===== src/rtl/mux_rr_scanner.sv =====
// rtl/mux_rr_scanner.sv - round-robin 8:1 mux select controller with registered valid/ready output
// Optional: define MUX_RR_FIXED_PRIORITY_EN to pin the search pointer at 0 (fixed priority).
module mux_rr_scanner #(
    parameter int N = 8
) (
    input  logic         clk,
    input  logic         rst,
    input  logic [7:0]   req,
    input  logic [N-1:0] mux_dout,
    output logic [2:0]   sel,
    output logic [7:0]   grant,
    output logic [N-1:0] out_data,
    output logic         out_valid,
    input  logic         out_ready,
    output logic [7:0]   ack
);

    typedef enum logic [1:0] {
        IDLE   = 2'd0,
        SELECT = 2'd1,
        HOLD   = 2'd2
    } state_t;

    state_t       state_q, state_d;
    logic [2:0]   ptr_q, ptr_d;
    logic [2:0]   sel_q, sel_d;
    logic [7:0]   grant_q, grant_d;
    logic [N-1:0] out_data_q, out_data_d;
    logic         out_valid_q, out_valid_d;
    logic [7:0]   ack_q, ack_d;

    logic [2:0]   pick;
    logic [2:0]   cand;
    logic         found;

    // Circular search starting at ptr; the 3-bit add wraps 7 -> 0 naturally.
    always_comb begin
        pick  = '0;
        cand  = '0;
        found = 1'b0;
        for (int i = 0; i < 8; i++) begin
            cand = ptr_q + 3'(i);
            if (!found && req[cand]) begin
                found = 1'b1;
                pick  = cand;
            end
        end
    end

    always_comb begin
        state_d     = state_q;
        ptr_d       = ptr_q;
        sel_d       = sel_q;
        grant_d     = grant_q;
        out_data_d  = out_data_q;
        out_valid_d = out_valid_q;
        ack_d       = '0;
        case (state_q)
            IDLE: begin
                if (found) begin
                    sel_d   = pick;
                    grant_d = 8'd1 << pick;
                    state_d = SELECT;
                end
            end
            SELECT: begin
                out_data_d  = mux_dout;
                out_valid_d = 1'b1;
                state_d     = HOLD;
            end
            HOLD: begin
                // sel is left as-is after the transfer so the mux input stays quiet.
                if (out_valid_q && out_ready) begin
                    out_valid_d = 1'b0;
                    grant_d     = '0;
                    ack_d       = grant_q;
                    ptr_d       = sel_q + 3'd1;
                    state_d     = IDLE;
                end
            end
            default: state_d = IDLE;
        endcase
`ifdef MUX_RR_FIXED_PRIORITY_EN
        ptr_d = '0;
`endif
    end

    always_ff @(posedge clk or posedge rst) begin
        if (rst) begin
            state_q     <= IDLE;
            ptr_q       <= '0;
            sel_q       <= '0;
            grant_q     <= '0;
            out_data_q  <= '0;
            out_valid_q <= 1'b0;
            ack_q       <= '0;
        end else begin
            state_q     <= state_d;
            ptr_q       <= ptr_d;
            sel_q       <= sel_d;
            grant_q     <= grant_d;
            out_data_q  <= out_data_d;
            out_valid_q <= out_valid_d;
            ack_q       <= ack_d;
        end
    end

    assign sel       = sel_q;
    assign grant     = grant_q;
    assign out_data  = out_data_q;
    assign out_valid = out_valid_q;
    assign ack       = ack_q;

endmodule


===== config.mk =====
export PLATFORM = sky130hd
export DESIGN_NAME = mux_rr_scanner
export DESIGN_NICKNAME = d
export VERILOG_FILES = /design/src/rtl/mux_rr_scanner.sv
export SDC_FILE = /design/constraint.sdc
export NUM_CORES = 1
export LEC_CHECK = 0
export CORE_ASPECT_RATIO = 0.5
export CORE_UTILIZATION = 25
export CTS_CLUSTER_DIAMETER = 100
export CTS_CLUSTER_SIZE = 12
export DETAILED_ROUTE_END_ITERATION = 10
export GPL_TIMING_DRIVEN = 0
export PLACE_DENSITY = 0.55
export RECOVER_POWER = 25
export SLEW_MARGIN = 20
export SYNTH_ARGS = -nofsm -noshare
export SYNTH_HDL_FRONTEND = slang
export SYNTH_SLANG_ARGS = --single-unit

===== constraint.sdc =====
create_clock -name clk -period 6.1 [get_ports clk]
set_input_delay 0.61 -clock clk [delete_from_list [all_inputs] [get_ports clk]]
set_output_delay 0.61 -clock clk [all_outputs]
set_load 0.05 [all_outputs]

==> results of run 1 <==
==> state kept, by name, summed over array words and instances (netlist names) <==
| register | cells |
|---|---|
| sel | 3 |
| ptr_q | 3 |
| out_valid | 1 |
| ack | 8 |
| grant | 8 |
| out_data | 8 |
| state_q | 2 |
==> kinds of logic after synthesis <==
group,Yosys count
AO/OA/AOI/OAI,50
AND/OR/NAND/NOR,47
multiplexers,37
flip-flops,33
buffers and inverters,19
XOR/XNOR,5
adder cells (fa/ha/maj),3
==> final timing paths <==
check                       startpoint           to  cells after the start
setup / recovery              ptr_q[0]     grant[4]                     12
setup reg to reg              ptr_q[0]     grant[4]                     12
hold reg to reg            out_data[1]  out_data[1]                      1
max in group asynchronous          rst       ack[6]                      2
hold / removal             out_data[1]  out_data[1]                      1
min in group asynchronous          rst  out_data[3]                      2
==> cells in the mapped netlist (all sizes together), types with 2 or more instances <==
master	count
or4	2
a211oi	2
dfrtp	33
nand2	8
inv	11
mux2	15
nor2	9
ha	3
a21oi	7
a211o	2
o211a	2
buf	4
nand3	3
o21ai	5
a31oi	2
nand4	2
a2111oi	4
xor2	4
nor3	5
mux2i	12
o22ai	2
and2	9
nor2b	4
a32o	9
clkbuf	4
mux4	10
==> routing by layer <==
metal / vias to the layer above / track usage
li1: 857 / -
met1: 910 / 0.157
met2: 57 / 0.223
met3: 7 / 0.0296
met4: 0 / 0.0426
met5: - / 0
==> cell type report <==
cell class	count	area [µm²]
fill	805	5300
multi-input combinational	142	1260
sequential	33	826
timing repair buffer	46	460
tap	112	140
clock buffer	8	136
inverter	11	41.3
buffer	8	35.0
==> through the flow <==
step / std cells / cell area [µm²] / setup slack (ns) / hold WS [ns]
3_5_place_dp: 352 / 2770 / 2.21 / 0.496
2_1_floorplan: 194 / 2170 / 2.73 / 0.482
6_report: 360 / 2900 / 2.14 / 0.506
5_1_grt: 360 / 2900 / 1.87 / 0.533
3_3_place_gp: 352 / 2770 / 2.33 / 0.491
4_1_cts: 360 / 2900 / 2.22 / 0.516
==> critical path, cell delays in order (launching register included) <==
cell and delay, ns:
dfrtp_1 0.43, buf_2 0.30, inv_1 0.21, ha_1 0.32, buf_2 0.17, buf_2 0.30, mux2i_1 0.14, mux2_2 0.31
a211o_1 0.41, a2111oi_0 0.51, o22ai_1 0.25, and3_4 0.25, a32o_1 0.25
==> flow_summary.toml, run 1 <==
[run_status]
status = "completed"

[grt]
first_global_vias = 1813
grt_overflow_total = 0
grt.total_usage = 0.127
grt_max_degree = 34
grt_pass1_wl_um = 8980
antenna_found_initial = 0

[logic_synthesis]
ys_warn_count = 0
synth_cells = 194
async_reset_ff_frac = 1.00
netlist_area_um2 = 2170
synth_xor_area_frac = 0.0202
syn_area_per_cell_um2 = 11.2
synth_edf_count = 0
synthAdderAreaFrac = 0.0173
seq_area_frac_synth = 0.381
synth_top_area_cell = "dfrtp_1"
synth_top_cell_area_share = 0.381
synth_top_family_by_area = "multiplexers"
syn-num-nets = 216
ys_ff_latch = 33
synth.area.top_cells = "dfrtp_1, mux4_2, mux2_2"
synth-simple-area-share = 0.121
synth.area.mux_share = 0.237
synth_compound_area_frac = 0.188
synth_ff_type = "dfrtp_1"
yosysUniqueCellTypes = 48

[routing]
drt_first_iter_violations = 135
route.vias.total = 1831
wl_met3_um = 306
ant_nets = 0
drt_pre_antenna_iters = 4
wl_met1_um = 2510
vias_per_cell = 5.09
top_layer_used = "met4"
wire_per_inst_um = 15.4
drc = 0
routed_wl_um = 5530
wl_met2_um = 2640

[sta]
setup-violations-final = 0
finalCriticalPeriod_ns = 3.96
finalHoldViolCount = 0
max_freq_mhz = 252
clock_skew_ns = 0.00194
rsz0062_at_grt = "no"
tightest_slew_ns = 1.22
fin_setup_tns_ns = 0
period_share = 0.650
slew_violations = 0
max-slew-margin-rel = 0.187

[cells_and_area]
final_layout_size_suffix_gt1_frac = 0.169
nNetsFinal = 269
syn2layout_area_growth_pct = 34.0
diodes = 0
most-common-layout-cells = "clkdlybuf4s50_1, dfrtp_1, mux2_2, mux2i_1, inv_1"
utilization = 0.354
final_common_cell = "clkdlybuf4s50_1"

[critical_path]
r2r_setup_slack_ns = 2.14
crit_type = "flip-flop to flip-flop"
critPathCaptureType = "flip-flop"
crit_path_start_kind = "flip-flop"
worstPathMaxFanout = 10
required_ns = 6.25
arrival_ns = 4.12

[flow_run]
cap_violations = 0

[floorplanning]
die-area_um2 = 9070
rows = 23
dieWidth_um = 134
initial_core_util = 0.264
core_um2 = 8200
ioPinCount = 47
die_h_um = 67.8

[placed_design]
io_buffers = 46
hpwl_um = 4140
place.gp.congestion = 0.874

[clock_network]
clockBufferDepth = 2
cts_hold_buf = 0
clkSinkCount = 33
clkTransAtPathRegs_ns = 0.05
root_buffer = "clkbuf_16"
cts_tree = "yes"
cts_buffers = 5
cts_resized = 0
htreeDepth = 2
clock_latency_ns = 0.27
post-cts-setup-buffer-count = 0

[min_path]
min_path_type = "flip-flop to flip-flop"
Power of run 1 is left out: the tool's default activity adds up to more than one toggle a clock period on the data nets, which glitch-free logic cannot reach.
==> run 2, diff against run 1 <==
--- a/config.mk
+++ b/config.mk
@@ -11,7 +11,7 @@
 export CTS_CLUSTER_SIZE = 12
 export DETAILED_ROUTE_END_ITERATION = 10
 export GPL_TIMING_DRIVEN = 0
-export PLACE_DENSITY = 0.55
+export PLACE_DENSITY = 0.57
 export RECOVER_POWER = 25
 export SLEW_MARGIN = 20
 export SYNTH_ARGS = -nofsm -noshare
==> constraint.sdc (replaced) <==
create_clock -name clk -period 3.35 [get_ports clk]
set_input_delay 0.335 -clock clk [delete_from_list [all_inputs] [get_ports clk]]
set_output_delay 0.335 -clock clk [all_outputs]
set_load 0.05 [all_outputs]
==> run 2 against run 1 <==
Non-clock buffer count rose by 11. Clock skew rose by 0.0018 ns. Die area did not move. Via count rose by 5.6%. Fmax rose by 21%. Wire length rose by 4.7%. Core utilization rose by 3.0 points. Worst setup slack got worse by 2.1 ns. Final area rose by 8.4%. First-iteration DRC count rose by 48%.
==> flow_summary.toml, run 2 (synthesis gave the netlist of run 1 again) <==
[floorplanning]
initial_core_util = 0.264
dieWidth_um = 134
die_h_um = 67.8
die-area_um2 = 9070
core_um2 = 8200
ioPinCount = 47
rows = 23

[cells_and_area]
final_layout_size_suffix_gt1_frac = 0.270
syn2layout_area_growth_pct = 45.2
stdcell_area_um2 = 3150
diodes = 0
nNetsFinal = 280
most-common-layout-cells = "clkdlybuf4s50_1, dfrtp_1, mux2_2, buf_4, mux2i_1"
final_common_cell = "clkdlybuf4s50_1"
utilization = 0.384

[min_path]
whs_path_depth = 1
min_path_type = "flip-flop to flip-flop"

[sta]
slew_violations = 0
tightest_slew_ns = 1.26
max-slew-margin-rel = 0.159
finalCriticalPeriod_ns = 3.28
setup-violations-final = 0
period_share = 0.980
clock_skew_ns = 0.00378
timing.final.ws_setup_ns = 0.0679
fin_setup_tns_ns = 0
finalHoldViolCount = 0
max_freq_mhz = 305

[critical_path]
worstPathMaxFanout = 10
crit_type = "flip-flop to flip-flop"
cp_cell_sequence = "buf_12 > clkinvlp_4 > ha_1 > buf_4 > buf_8 > mux2i_1 > mux4_2 > a32oi_2 > o41ai_1 > o211a_1 > or2_4 > a32o_1"
cp_num_buf_inv = 4
required_ns = 3.50
crit_path_start_kind = "flip-flop"
critPathCaptureType = "flip-flop"
reg2regPathDepth = 12
cp_slowest_stage_delay_ns = 0.51
crit_family = "compound AO/OA/AOI/OAI gates"
arrival_ns = 3.44
path_depth = 12
cp_slowest_cell = "mux4_2"

[placed_design]
postPlaceCellArea_um2 = 2770
io_buffers = 46
place_ws_ns = -0.355
place.gp.congestion = 0.852
hpwl_um = 4100

[routing]
ant_nets = 0
drc = 0
route.vias.total = 1934
drt_pre_antenna_iters = 4
vias_per_cell = 5.21
routed_wl_um = 5780
drt_first_iter_violations = 200
wire_per_inst_um = 15.6

[grt]
antenna_found_initial = 0
grt.total_usage = 0.133
grt_pass1_wl_um = 9380
grt_overflow_total = 0
first_global_vias = 1856
grt_max_degree = 34

[clock_network]
clockBufferDepth = 2
htreeDepth = 2
clkSinkCount = 33
cts_hold_buf = 0
clock_latency_ns = 0.27
root_buffer = "clkbuf_16"
clkTransAtPathRegs_ns = 0.05
cts_tree = "yes"
cts_buffers = 5

[flow_run]
cap_violations = 0

[run_status]
status = "completed"
[run 2: path summary, 6_finish.rpt]
| kind | startpoint | end | slack [ns] |
|---|---|---|---|
| max | ptr_q[0] | grant[0] | 0.07 |
| min | out_data[1] | out_data[1] | 0.50 |
| max reg2reg | ptr_q[0] | grant[0] | 0.07 |
| min reg2reg | out_data[1] | out_data[1] | 0.50 |
| max in group asynchronous | rst | ptr_q[1] | 1.66 |
| min in group asynchronous | rst | out_data[7] | 0.86 |
[run 2: routing by layer]
metal | vias up | track usage | share of wire
met5 | - | 0 | 0
met4 | 0 | 0.0469 | 0.019
met3 | 15 | 0.0296 | 0.050
met2 | 66 | 0.220 | 0.47
met1 | 972 | 0.175 | 0.46
li1 | 881 | - | -
[run 2: area by class of cell]
| cell class | instances | area [µm²] |
|---|---|---|
| plain buffers | 8 | 68.8 |
| clock buffers | 8 | 136 |
| fillers | 783 | 5050 |
| inverters | 11 | 47.5 |
| multi-input cells | 142 | 1380 |
| flip-flops and latches | 33 | 828 |
| well taps | 112 | 140 |
| repair buffers | 57 | 543 |
[run 2: through the flow]
stage | std cells | hold WS (ns)
floorplan | 194 | 0.464
global placement | 352 | 0.489
detailed placement | 352 | 0.495
CTS | 364 | 0.509
global route | 371 | 0.527
finish | 371 | 0.505
[run 2: what timing repair did]
item / 4_1_cts / 5_1_grt
cloned: 0 / 0
resized for setup: 15 / 21
endpoints found under the setup margin: 11 / 10
hold endpoints to repair: 0 / 0
setup buffers: 4 / 7
pin swaps: 1 / 3
Power of run 2 is left out for the same reason.
